==> src/rtl/soc_oci_dct_trace_arbiter.sv <==
// soc_oci_dct_trace_arbiter
//   Shares one debug-control-trace (DCT) capture FIFO between NUM_CPUS OCI blocks.
//   A round-robin arbiter accepts at most one record per cycle and stores it,
//   tagged with the CPU id, in a show-ahead FIFO that a host/JTAG side drains.
//   test_ending_i freezes capture; once the FIFO has drained test_has_ended_o rises.
// Ports
//   clk_i, reset_i         clock, synchronous active-high reset
//   req_valid_i/_ready_o   per-CPU offer / one-hot accept
//   req_buffer_i           CPU i record at [i*DATA_W +: DATA_W]
//   req_count_i            CPU i count  at [i*CNT_W +: CNT_W]
//   rd_valid_o/_ready_i    FIFO head handshake, rd_data_o = {cpu_id, count, buffer}
//   fill_level_o           FIFO occupancy
//   clamp_err_o            sticky: a record arrived with count > 3
//   test_ending_i          freeze-and-drain request
//   test_has_ended_o       sticky: frozen and FIFO empty
module soc_oci_dct_trace_arbiter #(
   parameter int unsigned NUM_CPUS = 4,
   parameter int unsigned DATA_W   = 30,
   parameter int unsigned CNT_W    = 4,
   parameter int unsigned ID_W     = 2,
   parameter int unsigned DEPTH    = 16,
   parameter int unsigned AW       = 4
) (
   input  logic                          clk_i,
   input  logic                          reset_i,
   input  logic [NUM_CPUS-1:0]           req_valid_i,
   input  logic [NUM_CPUS*DATA_W-1:0]    req_buffer_i,
   input  logic [NUM_CPUS*CNT_W-1:0]     req_count_i,
   output logic [NUM_CPUS-1:0]           req_ready_o,
   output logic                          rd_valid_o,
   input  logic                          rd_ready_i,
   output logic [ID_W+CNT_W+DATA_W-1:0]  rd_data_o,
   output logic [AW:0]                   fill_level_o,
   output logic                          clamp_err_o,
   input  logic                          test_ending_i,
   output logic                          test_has_ended_o
);

   localparam int unsigned       RecW      = ID_W + CNT_W + DATA_W;
   localparam logic [AW:0]       FullLevel = (AW+1)'(DEPTH);
   localparam logic [CNT_W-1:0]  MaxCnt    = CNT_W'(3);

   typedef enum logic [1:0] {StRun, StDrain, StEnded} state_e;

   state_e            state_q;
   logic [ID_W-1:0]   rr_ptr_q, rr_ptr_d;
   logic [AW:0]       wr_ptr_q, rd_ptr_q;
   logic [AW:0]       fill_q, fill_d;
   logic              clamp_err_q;
   logic              ended_q;
   logic [RecW-1:0]   mem_q [DEPTH];

   logic              full, empty;
   logic              grant_found;
   logic [ID_W-1:0]   grant_idx;
   logic [DATA_W-1:0] sel_buf;
   logic [CNT_W-1:0]  sel_cnt;
   logic [CNT_W-1:0]  store_cnt;
   logic              push, pop, clamp;
   logic [RecW-1:0]   wr_data;

   // (base + off) mod NUM_CPUS without a divider; off is always < NUM_CPUS.
   function automatic logic [ID_W-1:0] wrap_idx(input logic [ID_W-1:0] base,
                                                input int unsigned   off);
      int unsigned s;
      s = 32'(base) + off;
      if (s >= NUM_CPUS) s = s - NUM_CPUS;
      return ID_W'(s);
   endfunction

   // Full is the registered occupancy only, so a same-cycle pop never frees a slot.
   assign full  = (fill_q == FullLevel);
   assign empty = (fill_q == '0);

   // Round-robin scan starting at rr_ptr_q.
   always_comb begin
      grant_found = 1'b0;
      grant_idx   = '0;
      if (state_q == StRun && !full && !reset_i) begin
         for (int unsigned i = 0; i < NUM_CPUS; i++) begin
            if (!grant_found && req_valid_i[wrap_idx(rr_ptr_q, i)]) begin
               grant_found = 1'b1;
               grant_idx   = wrap_idx(rr_ptr_q, i);
            end
         end
      end
   end

   always_comb begin
      req_ready_o = '0;
      if (grant_found) req_ready_o[grant_idx] = 1'b1;
   end

   assign sel_buf   = req_buffer_i[grant_idx*DATA_W +: DATA_W];
   assign sel_cnt   = req_count_i[grant_idx*CNT_W +: CNT_W];
   assign clamp     = grant_found && (sel_cnt > MaxCnt);
   assign store_cnt = clamp ? MaxCnt : sel_cnt;
   // A zero-count record completes its handshake but is dropped.
   assign push      = grant_found && (sel_cnt != '0);
   assign pop       = rd_valid_o && rd_ready_i;
   assign wr_data   = {grant_idx, store_cnt, sel_buf};
   assign rr_ptr_d  = grant_found ? wrap_idx(grant_idx, 1) : rr_ptr_q;

   always_comb begin
      fill_d = fill_q;
      if (push && !pop)      fill_d = fill_q + 1'b1;
      else if (!push && pop) fill_d = fill_q - 1'b1;
   end

   always_ff @(posedge clk_i) begin
      if (reset_i) begin
         state_q     <= StRun;
         rr_ptr_q    <= '0;
         wr_ptr_q    <= '0;
         rd_ptr_q    <= '0;
         fill_q      <= '0;
         clamp_err_q <= 1'b0;
         ended_q     <= 1'b0;
      end else begin
         rr_ptr_q <= rr_ptr_d;
         fill_q   <= fill_d;
         if (push)  wr_ptr_q    <= wr_ptr_q + 1'b1;
         if (pop)   rd_ptr_q    <= rd_ptr_q + 1'b1;
         if (clamp) clamp_err_q <= 1'b1;
         case (state_q)
            StRun: begin
               if (test_ending_i) state_q <= StDrain;
            end
            StDrain: begin
               if (empty) begin
                  state_q <= StEnded;
                  ended_q <= 1'b1;
               end
            end
            StEnded: begin
               ended_q <= 1'b1;
            end
            default: state_q <= StRun;
         endcase
      end
   end

   // Storage has no reset; rd_data_o is masked while the FIFO is empty.
   always_ff @(posedge clk_i) begin
      if (push) mem_q[wr_ptr_q[AW-1:0]] <= wr_data;
   end

   assign rd_valid_o       = !empty;
   assign rd_data_o        = rd_valid_o ? mem_q[rd_ptr_q[AW-1:0]] : '0;
   assign fill_level_o     = fill_q;
   assign clamp_err_o      = clamp_err_q;
   assign test_has_ended_o = ended_q;

endmodule

==> config.mk <==
export PLATFORM = sky130hd
export DESIGN_NAME = soc_oci_dct_trace_arbiter
export DESIGN_NICKNAME = d
export VERILOG_FILES = /design/src/rtl/soc_oci_dct_trace_arbiter.sv
export SDC_FILE = /design/constraint.sdc
export NUM_CORES = 1
export LEC_CHECK = 0
export BUFFER_PORTS_ARGS = -buffer_cell sky130_fd_sc_hd__buf_2
export CORE_UTILIZATION = 30
export DETAILED_ROUTE_END_ITERATION = 12
export GPL_TIMING_DRIVEN = 0
export PLACE_DENSITY = 0.46
export SETUP_SLACK_MARGIN = 0.15
export SLEW_MARGIN = 20
export SYNTH_ARGS = -nofsm -noshare
export SYNTH_HDL_FRONTEND = slang
export SYNTH_SLANG_ARGS = --single-unit
==> constraint.sdc <==
create_clock -name clk_i -period 7.6 [get_ports clk_i]
set_input_delay 1.14 -clock clk_i [delete_from_list [all_inputs] [get_ports clk_i]]
set_output_delay 1.14 -clock clk_i [all_outputs]
set_load 0.005 [all_outputs]
==> summary.txt, run 1 <==
CP Launch Type: register
Slew Limit Headroom: 0.212
CP required: 6460 ps
Pleak: 0.00963 uW
Initial Util: 0.303
Die Y: 287 um
Vias: 12500
Yosys warning count: 0
Core ar.: 80400 sq um
MaxCap Viol Count: 0
Final GP Congestion: 0.736
Total grt overflow: 0
Final setup viols: 0
Top cell type by total area after synthesis: edfxtp_1
N_diodes: 0
Post-Syn Nets: 1318
Gr usage total: 0.165
Count of different cell masters after synthesis: 49
Synth Instances: 1160
Slack of the critical path: 2260 ps
Switching power total: 2870 uW
Sequential Power Share: 0.419
Slew @ Worst Pin: 1180 ps
Sw frac: 0.293
Status: finished with violations
Sequential fraction of the synthesis area: 0.730
CTS tree: yes
Setup TNS: 0 ps
First-pass GRT wire length: 94.8 mm
Power Density: 333 nW/um^2
Vias per cell: 4.88
Final nets: 1610
Failing checks: design-rule violations
Postcts setup bufs: 0
Max clock buf depth: 3
TritonRoute pass-1 iters: 8
Worst-skew pair later-pin latency: 610 ps
Logic pwr share: 0.268
Element type at the critical path end: primary output
RSZ-0062 raised after global routing: false
Largest net degree at the start of global routing: 30
Routed WL per cell: 26.0 um
Std cell rows: 104
Post-CTS sizing: 0
Top-count cell post-synth: edfxtp_1
Async set-or-reset flop fraction in the synthesized netlist: 0
TritonCTS buffer count: 68
Hpwl dp: 43.4 mm
Die area: 82300 sq um
FF+latch count, synth: 599
Vias in the first global route: 13100
R2R cell count: 8
DIE WIDTH: 287 um
Clk_skew: 14.8 ps
CP Class: reg -> out
Min cycle time layout: 5340 ps
DRT iter0 DRCs: 978
Total Wirelength: 66.7 mm
Placed Area: 27200 sq um
PortBufs: 191
Hold_buf cts: 0
H-tree levels: 3
Root Buffer: clkbuf_16
Area Overhead vs Synth: 20.7%
Top cells by count, synth: 576 x edfxtp_1, 180 x mux4_2, 54 x nor2_1
Reg2reg setup slack: 3480 ps
Synth area leaders: edfxtp_1 71%, mux4_2 17%, dfxtp_1 1.9%
DR DRC count: 1
Worst IR Drop VDD: 0.161 mV
Final instance area: 29400 sq um
# IOs: 192
Top FF cell, synth: edfxtp_1
Ratio of cells with drive above 1 in the final layout: 0.403
P_int: 6920 uW
Yosys top cell area share: 0.711
Initial antenna violation count: 1
Clock slew at reported path FFs: 50 ps
Clock Power Share: 0.313
WHS Path Cells: 2
DRT antenna net count: 0
Final hold viol count: 0
Crit-path max FO: 10
Fin crit share: 0.703
Worst slack, placed: 2310 ps
Avg Inst Size Synth: 21.0 sq um
FMAX: 187 MHz
Arrival @ worst endpoint: 4200 ps
Worst Hold Class: reg -> reg
Mapped cell area: 24300 sq um
Clock sink count: 599
Post-synth EDFFs: 576
Count of pins over their slew limit: 0
-- cells in the final DEF, fill, tap and decap left out, types with 5 or more instances in the layout --
cell       instances
a21oi_1           12
a21oi_2           27
and2_1            42
and3_4            12
buf_1              5
buf_12            10
buf_16             6
buf_2            205
buf_4             17
buf_6              6
clkbuf_1          50
clkbuf_16         69
clkbuf_2           8
clkinv_1          12
clkinv_2          13
dfxtp_1           23
edfxtp_1         576
ha_1              13
inv_1              6
mux2_2            31
mux2i_1           42
mux4_2           180
nand2_1           20
nand3_1            5
nor2_1            53
nor2b_1            6
-- final cells by class --
| type | instances | area [sq um] |
|---|---|---|
| fillers | 7549 | 51100 |
| flip-flops and latches | 599 | 17800 |
| multi-input cells | 488 | 6430 |
| clock buffers | 90 | 1820 |
| repair buffers | 222 | 1440 |
| well taps | 1060 | 1330 |
| plain buffers | 65 | 320 |
| clock inverters | 34 | 249 |
| inverters | 8 | 32.5 |
-- cells by family (layout without fill, tap and decap cells) --
group                      Yosys count  after routing  share of synthesized area
adders and majority gates           14             14                    0.00751
AOI/OAI and AO/OA                   65             65                     0.0175
DFF                                599            599                      0.730
xor gates and xnor gates             6              6                    0.00216
muxes                              253            253                      0.198
and+or+nand+nor                    150            150                     0.0311
buffers and inverters               73            419                     0.0138
-- registers in the layout, indices dropped and copies added (netlist names), named ones only --
name / cells
rd_ptr_q: 4
mem_q: 576
state_q: 2
fill_level_o: 5
test_has_ended_o: 1
clamp_err_o: 1
rr_ptr_q: 2
wr_ptr_q: 4
-- worst max-delay path, stage by stage (launching register included) --
cell and delay [ps]:
dfxtp_1 310, clkbuf_1 530, buf_1 710, buf_2 550
mux4_2 570, mux4_2 480, and2_1 270, buf_2 180
-- stage by stage --
step           total power [uW]  utilization  cells  hold slack [ps]
3_5_place_dp               6870        0.338   2441              466
3_3_place_gp               6790        0.331   2411              461
4_1_cts                    9960        0.364   2565              496
6_report                   9790        0.365   2566              497
5_1_grt                   10300        0.365   2566              511
2_1_floorplan              5780            -   1160              444
-- routing by layer --
layer	routed length (um)	track usage	vias up
met2	31800	0.264	379
met5	0	0	-
met1	29200	0.225	6655
met4	1630	0.0464	0
li1	-	-	5404
met3	4170	0.0363	93
-- power groups by stage --
| stage | Clock (uW) | Combinational (uW) | Sequential, uW |
|---|---|---|---|
| after floorplan | 0 | 1630 | 4150 |
| after CTS | 3150 | 2700 | 4110 |
| after detailed placement | 0 | 2690 | 4180 |
| after global placement | 0 | 2610 | 4180 |
| after global routing | 3270 | 2870 | 4110 |
| final | 3070 | 2620 | 4100 |
-- worst paths after layout --
kind,start,end
max,register,rd_data_o[35]
min,rd_ptr_q[3],register
max reg2reg,state_q[0],mem_q[8][6]
min reg2reg,rd_ptr_q[3],register
Power figures use the tool's default switching activity.
==> inputs of run 2 (changes only) <==
==> constraint.sdc (replaced) <==
create_clock -name clk_i -period 5.3 [get_ports clk_i]
set_input_delay 0.795 -clock clk_i [delete_from_list [all_inputs] [get_ports clk_i]]
set_output_delay 0.795 -clock clk_i [all_outputs]
set_load 0.005 [all_outputs]
==> run 2 against run 1 <==
The run now ends clean. Critical path depth stayed put. Core utilization barely moved. Non-clock buffer count decreased by 6. Hold slack lost 38 ps. Final area up 0.10%. Register-to-register slack got worse by 2400 ps. Clock-buffer cell count increased by 7. Largest cell class unchanged. Highest routed layer unchanged.
==> summary.txt, run 2 (synthesis results as in run 1) <==
TritonRoute pass-1 iters: 7 (was 8)
Fin crit share: 0.937
WL met3: 3.68 mm (was 4.17 mm)
Min-delay src: reset_i (was rd_ptr_q[3])
Final hold viol count: 0 (unchanged)
Slack of the critical path: 334 ps (was 2260 ps)
Ratio of cells with drive above 1 in the final layout: 0.394 (was 0.403)
Initial Util: 0.303 (unchanged)
Commonest non-fill, non-tap cell in the layout: edfxtp_1 (unchanged)
Initial antenna violation count: 2 (was 1)
First-pass GRT wire length: 95.4 mm (was 94.8 mm)
Reg2reg setup slack: 1100 ps (was 3480 ps)
Max clock buf depth: 3 (unchanged)
CP Launch Type: register (unchanged)
Final setup viols: 0 (unchanged)
Min cycle time layout: 4970 ps
RSZ-0062 raised after global routing: false (unchanged)
Die Y: 287 um (unchanged)
CP Class: reg -> out (unchanged)
DRT iter0 DRCs: 922 (was 978)
Core ar.: 80400 sq um (unchanged)
Total Wirelength: 67.8 mm (was 66.7 mm)
MaxCap Viol Count: 0 (unchanged)
Final GP Congestion: 0.735 (was 0.736)
FMAX: 201 MHz
Gr usage total: 0.167 (was 0.165)
Std cell rows: 104 (unchanged)
Hpwl dp: 43.1 mm (was 43.4 mm)
DRT antenna net count: 0 (unchanged)
Worst-skew pair later-pin latency: 590 ps (was 610 ps)
CTS tree: yes (unchanged)
Pleak: 0.00960 uW (was 0.00963 uW)
CP required: 4510 ps (was 6460 ps)
Power Density: 480 nW/um^2 (was 333 nW/um^2)
Max reg flops: 576 (unchanged)
TritonCTS buffer count: 67 (was 68)
Arrival @ worst endpoint: 4170 ps (was 4200 ps)
Worst slack, placed: 368 ps (was 2310 ps)
R2R cell count: 16 (was 8)
Fin Hold WS: 458 ps (was 497 ps)
Top sig layer: met4 (unchanged)
Status: complete, no violations (was finished with violations)
Hold path endpoint: state_q[0]
Total grt overflow: 0 (unchanged)
DR DRC count: 0 (was 1)
Die area: 82300 sq um (unchanged)
Largest net degree at the start of global routing: 29 (was 30)
Most frequent cells in the layout: 576 x edfxtp_1, 204 x buf_2, 180 x mux4_2 (was 576 x edfxtp_1, 205 x buf_2, 180 x mux4_2)
Worst IR Drop VDD: 0.189 mV (was 0.161 mV)
Count of pins over their slew limit: 0 (unchanged)
Clock sink count: 599 (unchanged)
Postcts setup bufs: 0 (unchanged)
R2R Path End: fill_level_o[4] (was mem_q[8][6])
Routed WL per cell: 26.5 um (was 26.0 um)
WHS Path Cells: 2 (unchanged)
WL met2: 32.6 mm (was 31.8 mm)
Worst Hold Class: in -> reg (was reg -> reg)
Worst r2r src: state_q[0] (unchanged)
Vias per cell: 4.86 (was 4.88)
Slew Limit Headroom: 0.227 (was 0.212)
Root Buffer: clkbuf_16 (unchanged)
Vias in the first global route: 13200 (was 13100)
Final nets: 1603 (was 1610)
Wire length on met1: 30.2 mm (was 29.2 mm)
# IOs: 192 (unchanged)
DIE WIDTH: 287 um (unchanged)
Crit-path max FO: 10 (unchanged)
Placed Area: 27200 sq um (about the same)
Vias: 12400 (was 12500)
Element type at the critical path end: primary output (unchanged)
Slew @ Worst Pin: 1160 ps (was 1180 ps)
H-tree levels: 3 (unchanged)
PortBufs: 191 (unchanged)
Final instance area: 29400 sq um (about the same)
Clock slew at reported path FFs: 60 ps (was 50 ps)
Clk_skew: 14.5 ps (was 14.8 ps)
Area Overhead vs Synth: 20.8% (was 20.7%)
[run 2: cell count changes in the layout (fill, tap and decap cells not counted), moves of 3 or more]
cell,change
inv_6,-3
a21oi_1,+4
clkbuf_1,+5
buf_8,+7
buf_4,-13
clkinv_2,-6
a21oi_2,-4
[run 2: how the worst max path moves through the flow]
stage / depth (start not counted) / slack, ps / startpoint / endpoint
floorplan: 8 / 880 / reset_i / mem_q[7][0]
global placement: 9 / -1960 / reset_i / mem_q[15][19]
detailed placement: 9 / 370 / reset_i / mem_q[4][1]
CTS: 7 / 200 / register / rd_data_o[25]
global route: 7 / 170 / register / rd_data_o[25]
finish: 7 / 330 / register / rd_data_o[25]
[run 2: worst max-delay path, stage by stage (launching register included)]
cell	delay, ps
dfxtp_1	310
clkbuf_1	590
clkbuf_1	560
clkbuf_1	820
mux4_2	420
mux4_2	540
and2_1	210
buf_2	130
[run 2: layer usage]
layer,GRT usage,vias to the layer above
met5,0,-
met4,0.0379,0
met3,0.0385,80
met2,0.272,338
met1,0.226,6605
li1,-,5389
[run 2: stage by stage]
step	total power (uW)	TNS [ps]	utilization	cells
2_1_floorplan	8290	0	-	1160
5_1_grt	14800	0	0.365	2554
6_report	14100	0	0.366	2556
3_5_place_dp	9860	0	0.339	2434
3_3_place_gp	9740	-355750	0.331	2411
4_1_cts	14300	0	0.364	2552
[run 2: power by group]
group	leakage [uW]	internal, uW	switching [uW]
clock	0.00101	2620	1820
sequential	0.00538	5800	76.5
combinational	0.00322	1620	2180
total	0.00960	10000	4070
[run 2: timing repair]
item	CTS	global route
hold buffers	0	0
setup endpoints to repair	0	15
resized for setup	0	1
[run 2: final cells by class]
cell class | instances | area, sq um
multi-input combinational | 488 | 6420
buffer | 65 | 320
antenna | 2 | 5.00
timing repair buffer | 216 | 1460
tap | 1060 | 1330
clock buffer | 97 | 1890
fill | 7491 | 51000
clock inverter | 21 | 175
inverter | 8 | 32.5
sequential | 599 | 17800
==> inputs of run 3 (changes only) <==
--- a/config.mk
+++ b/config.mk
@@ -6,10 +6,12 @@
 export NUM_CORES = 1
 export LEC_CHECK = 0
 export BUFFER_PORTS_ARGS = -buffer_cell sky130_fd_sc_hd__buf_2
+export CELL_PAD_IN_SITES_DETAIL_PLACEMENT = 1
+export CELL_PAD_IN_SITES_GLOBAL_PLACEMENT = 1
 export CORE_UTILIZATION = 30
 export DETAILED_ROUTE_END_ITERATION = 12
 export GPL_TIMING_DRIVEN = 0
-export PLACE_DENSITY = 0.46
+export PLACE_DENSITY = 0.5
 export SETUP_SLACK_MARGIN = 0.15
 export SLEW_MARGIN = 20
 export SYNTH_ARGS = -nofsm -noshare
==> run 3 against run 2 <==
Via count is 1.7% higher. Largest power group unchanged. Sequential power about the same. Final area decreased by 0.12%. Critical path type unchanged. Sequential share of layout area rose by 0.072 points.
==> summary.txt, run 3 (synthesis results as in run 1) <==
Slew @ Worst Pin: 1080 ps (was 1160 ps)
Top Family by Delay on Critical Path: buffers and inverters (unchanged)
Global Route met2 Usage: 0.276 (was 0.272)
TritonRoute pass-1 iters: 5 (was 7)
Final GP Congestion: 0.695 (was 0.735)
Initial antenna violation count: 1 (was 2)
H-tree levels: 3 (unchanged)
Crit-path max FO: 10 (unchanged)
GR Layer Usage met3: 0.0394 (was 0.0385)
Filler instances: 7943 (was 7491)
Buf+Inv Stages, Crit Path: 4 (unchanged)
Largest net degree at the start of global routing: 30 (was 29)
Slack of the critical path: 341 ps (was 334 ps)
Status: complete, no violations (unchanged)
Fin crit share: 0.936 (was 0.937)
Tot Pwr: 14000 uW (was 14100 uW)
Gr usage total: 0.172 (was 0.167)
Hpwl dp: 44.8 mm (was 43.1 mm)
Min cycle time layout: 4960 ps (was 4970 ps)
CP Class: reg -> out (unchanged)
GR peak layer: met2 (unchanged)
Reg area: 17800 sq um (unchanged)
Arrival @ worst endpoint: 4160 ps (was 4170 ps)
Max reg flops: 576 (unchanged)
Pleak: 0.00959 uW (was 0.00960 uW)
# IOs: 192 (unchanged)
CTS tree: yes (unchanged)
Die area: 82300 sq um (unchanged)
Commonest non-fill, non-tap cell in the layout: edfxtp_1 (unchanged)
CP required: 4510 ps (about the same)
Clock slew at reported path FFs: 60 ps (about the same)
Vias in the first global route: 13900 (was 13200)
Most frequent cells in the layout: 576 x edfxtp_1, 205 x buf_2, 180 x mux4_2 (was 576 x edfxtp_1, 204 x buf_2, 180 x mux4_2)
Multi-input gate area: 6440 sq um (was 6420 sq um)
Final nets: 1602 (was 1603)
Final hold viol count: 0 (unchanged)
Routed WL per cell: 27.3 um (was 26.5 um)
Core ar.: 80400 sq um (unchanged)
CP max stage cell: clkbuf_1 (unchanged)
Die Y: 287 um (unchanged)
FMAX: 202 MHz (was 201 MHz)
Most common cell on crit path: clkbuf_1 (unchanged)
Final non-filler cell total: 2548 (was 2556)
Ratio of cells with drive above 1 in the final layout: 0.399 (was 0.394)
Total grt overflow: 0 (unchanged)
Worst slack, placed: 360 ps (was 368 ps)
RSZ-0062 raised after global routing: false (unchanged)
Final setup viols: 0 (unchanged)
Placed cells: 2435 (was 2434)
Met1 Resource Use GR: 0.238 (was 0.226)
Power Density: 478 nW/um^2 (was 480 nW/um^2)
MaxCap Viol Count: 0 (unchanged)
Max clock buf depth: 3 (unchanged)
N_diodes: 0 (was 2)
Initial Util: 0.303 (unchanged)
Worst-skew pair later-pin latency: 600 ps (was 590 ps)
Area Overhead vs Synth: 20.7% (was 20.8%)
Postcts setup bufs: 0 (unchanged)
Clock sink count: 599 (unchanged)
PortBufs: 191 (unchanged)
TritonCTS buffer count: 66 (was 67)
Vias: 12600 (was 12400)
Critical Path Max Stage Delay: 780 ps (was 820 ps)
Count of pins over their slew limit: 0 (unchanged)
DRT antenna net count: 0 (unchanged)
DRT iter0 DRCs: 1097 (was 922)
Min-delay src: reset_i (unchanged)
Root Buffer: clkbuf_16 (unchanged)
Std cell rows: 104 (unchanged)
Slew Limit Headroom: 0.280 (was 0.227)
Worst r2r src: state_q[1] (was state_q[0])
Cells along the critical path: clkbuf_1, clkbuf_1, clkbuf_1, mux4_2, mux4_2, and2_1, buf_2 (unchanged)
CP Launch Type: register (unchanged)
DR DRC count: 0 (unchanged)
Vias per cell: 4.96 (was 4.86)
DIE WIDTH: 287 um (unchanged)
Worst IR Drop VDD: 0.194 mV (was 0.189 mV)
First-pass GRT wire length: 99.7 mm (was 95.4 mm)
Total Wirelength: 69.6 mm (was 67.8 mm)
Clk_skew: 21.7 ps (was 14.5 ps)
Element type at the critical path end: primary output (unchanged)
Worst Hold Class: in -> reg (unchanged)
[run 3: final cells by class]
class | instances | area share
clock buffer | 80 | 0.0580
tap | 1060 | 0.0452
timing repair buffer | 216 | 0.0499
sequential | 599 | 0.605
clock inverter | 32 | 0.0106
buffer | 65 | 0.0110
inverter | 8 | 0.00111
multi-input combinational | 488 | 0.219
[run 3: where the power goes]
part,leakage (uW),internal [uW],switching [uW]
Clock,0.000979,2540,1840
Combinational,0.00323,1610,2170
Sequential,0.00538,5800,81.0
[run 3: layer usage]
layer | up-vias | part of all wire
li1 | 5384 | -
met1 | 6767 | 0.44
met2 | 403 | 0.48
met3 | 73 | 0.065
met4 | 0 | 0.015
met5 | - | 0
[run 3: what timing repair did]
item,CTS,global route
hold buffers,0,0
setup endpoints to repair,0,25
gates resized for setup,0,5
[run 3: worst paths after layout]
kind / to / slack (ps) / cells after the start
max: rd_data_o[23] / 340 / 7
min: state_q[0] / 470 / 2
max reg2reg: fill_level_o[4] / 1030 / 16
min reg2reg: clamp_err_o / 490 / 1
[run 3: metrics by stage]
| stage | area [sq um] | TNS [ps] | util | hold WS (ps) |
|---|---|---|---|---|
| detailed placement | 27300 | 0 | 0.339 | 467 |
| finish | 29400 | 0 | 0.365 | 471 |
| floorplan | 24300 | 0 | - | 444 |
| global route | 29400 | 0 | 0.365 | 452 |
| CTS | 29300 | 0 | 0.364 | 444 |
| global placement | 26600 | -407940 | 0.331 | 465 |
[run 3: worst register-to-register path, stage by stage, from the launching register on]
cell      delay (ps)
dfxtp_1          330
nor3_1           300
o211a_4          270
and4_4           220
buf_6            210
inv_4            160
a311oi_1         580
o21a_4           280
buf_6            160
ha_1             220
inv_1            110
fa_1             420
a21o_1           180
a21oi_1          200
xnor2_1          100
or3_1            300
a21oi_1          150
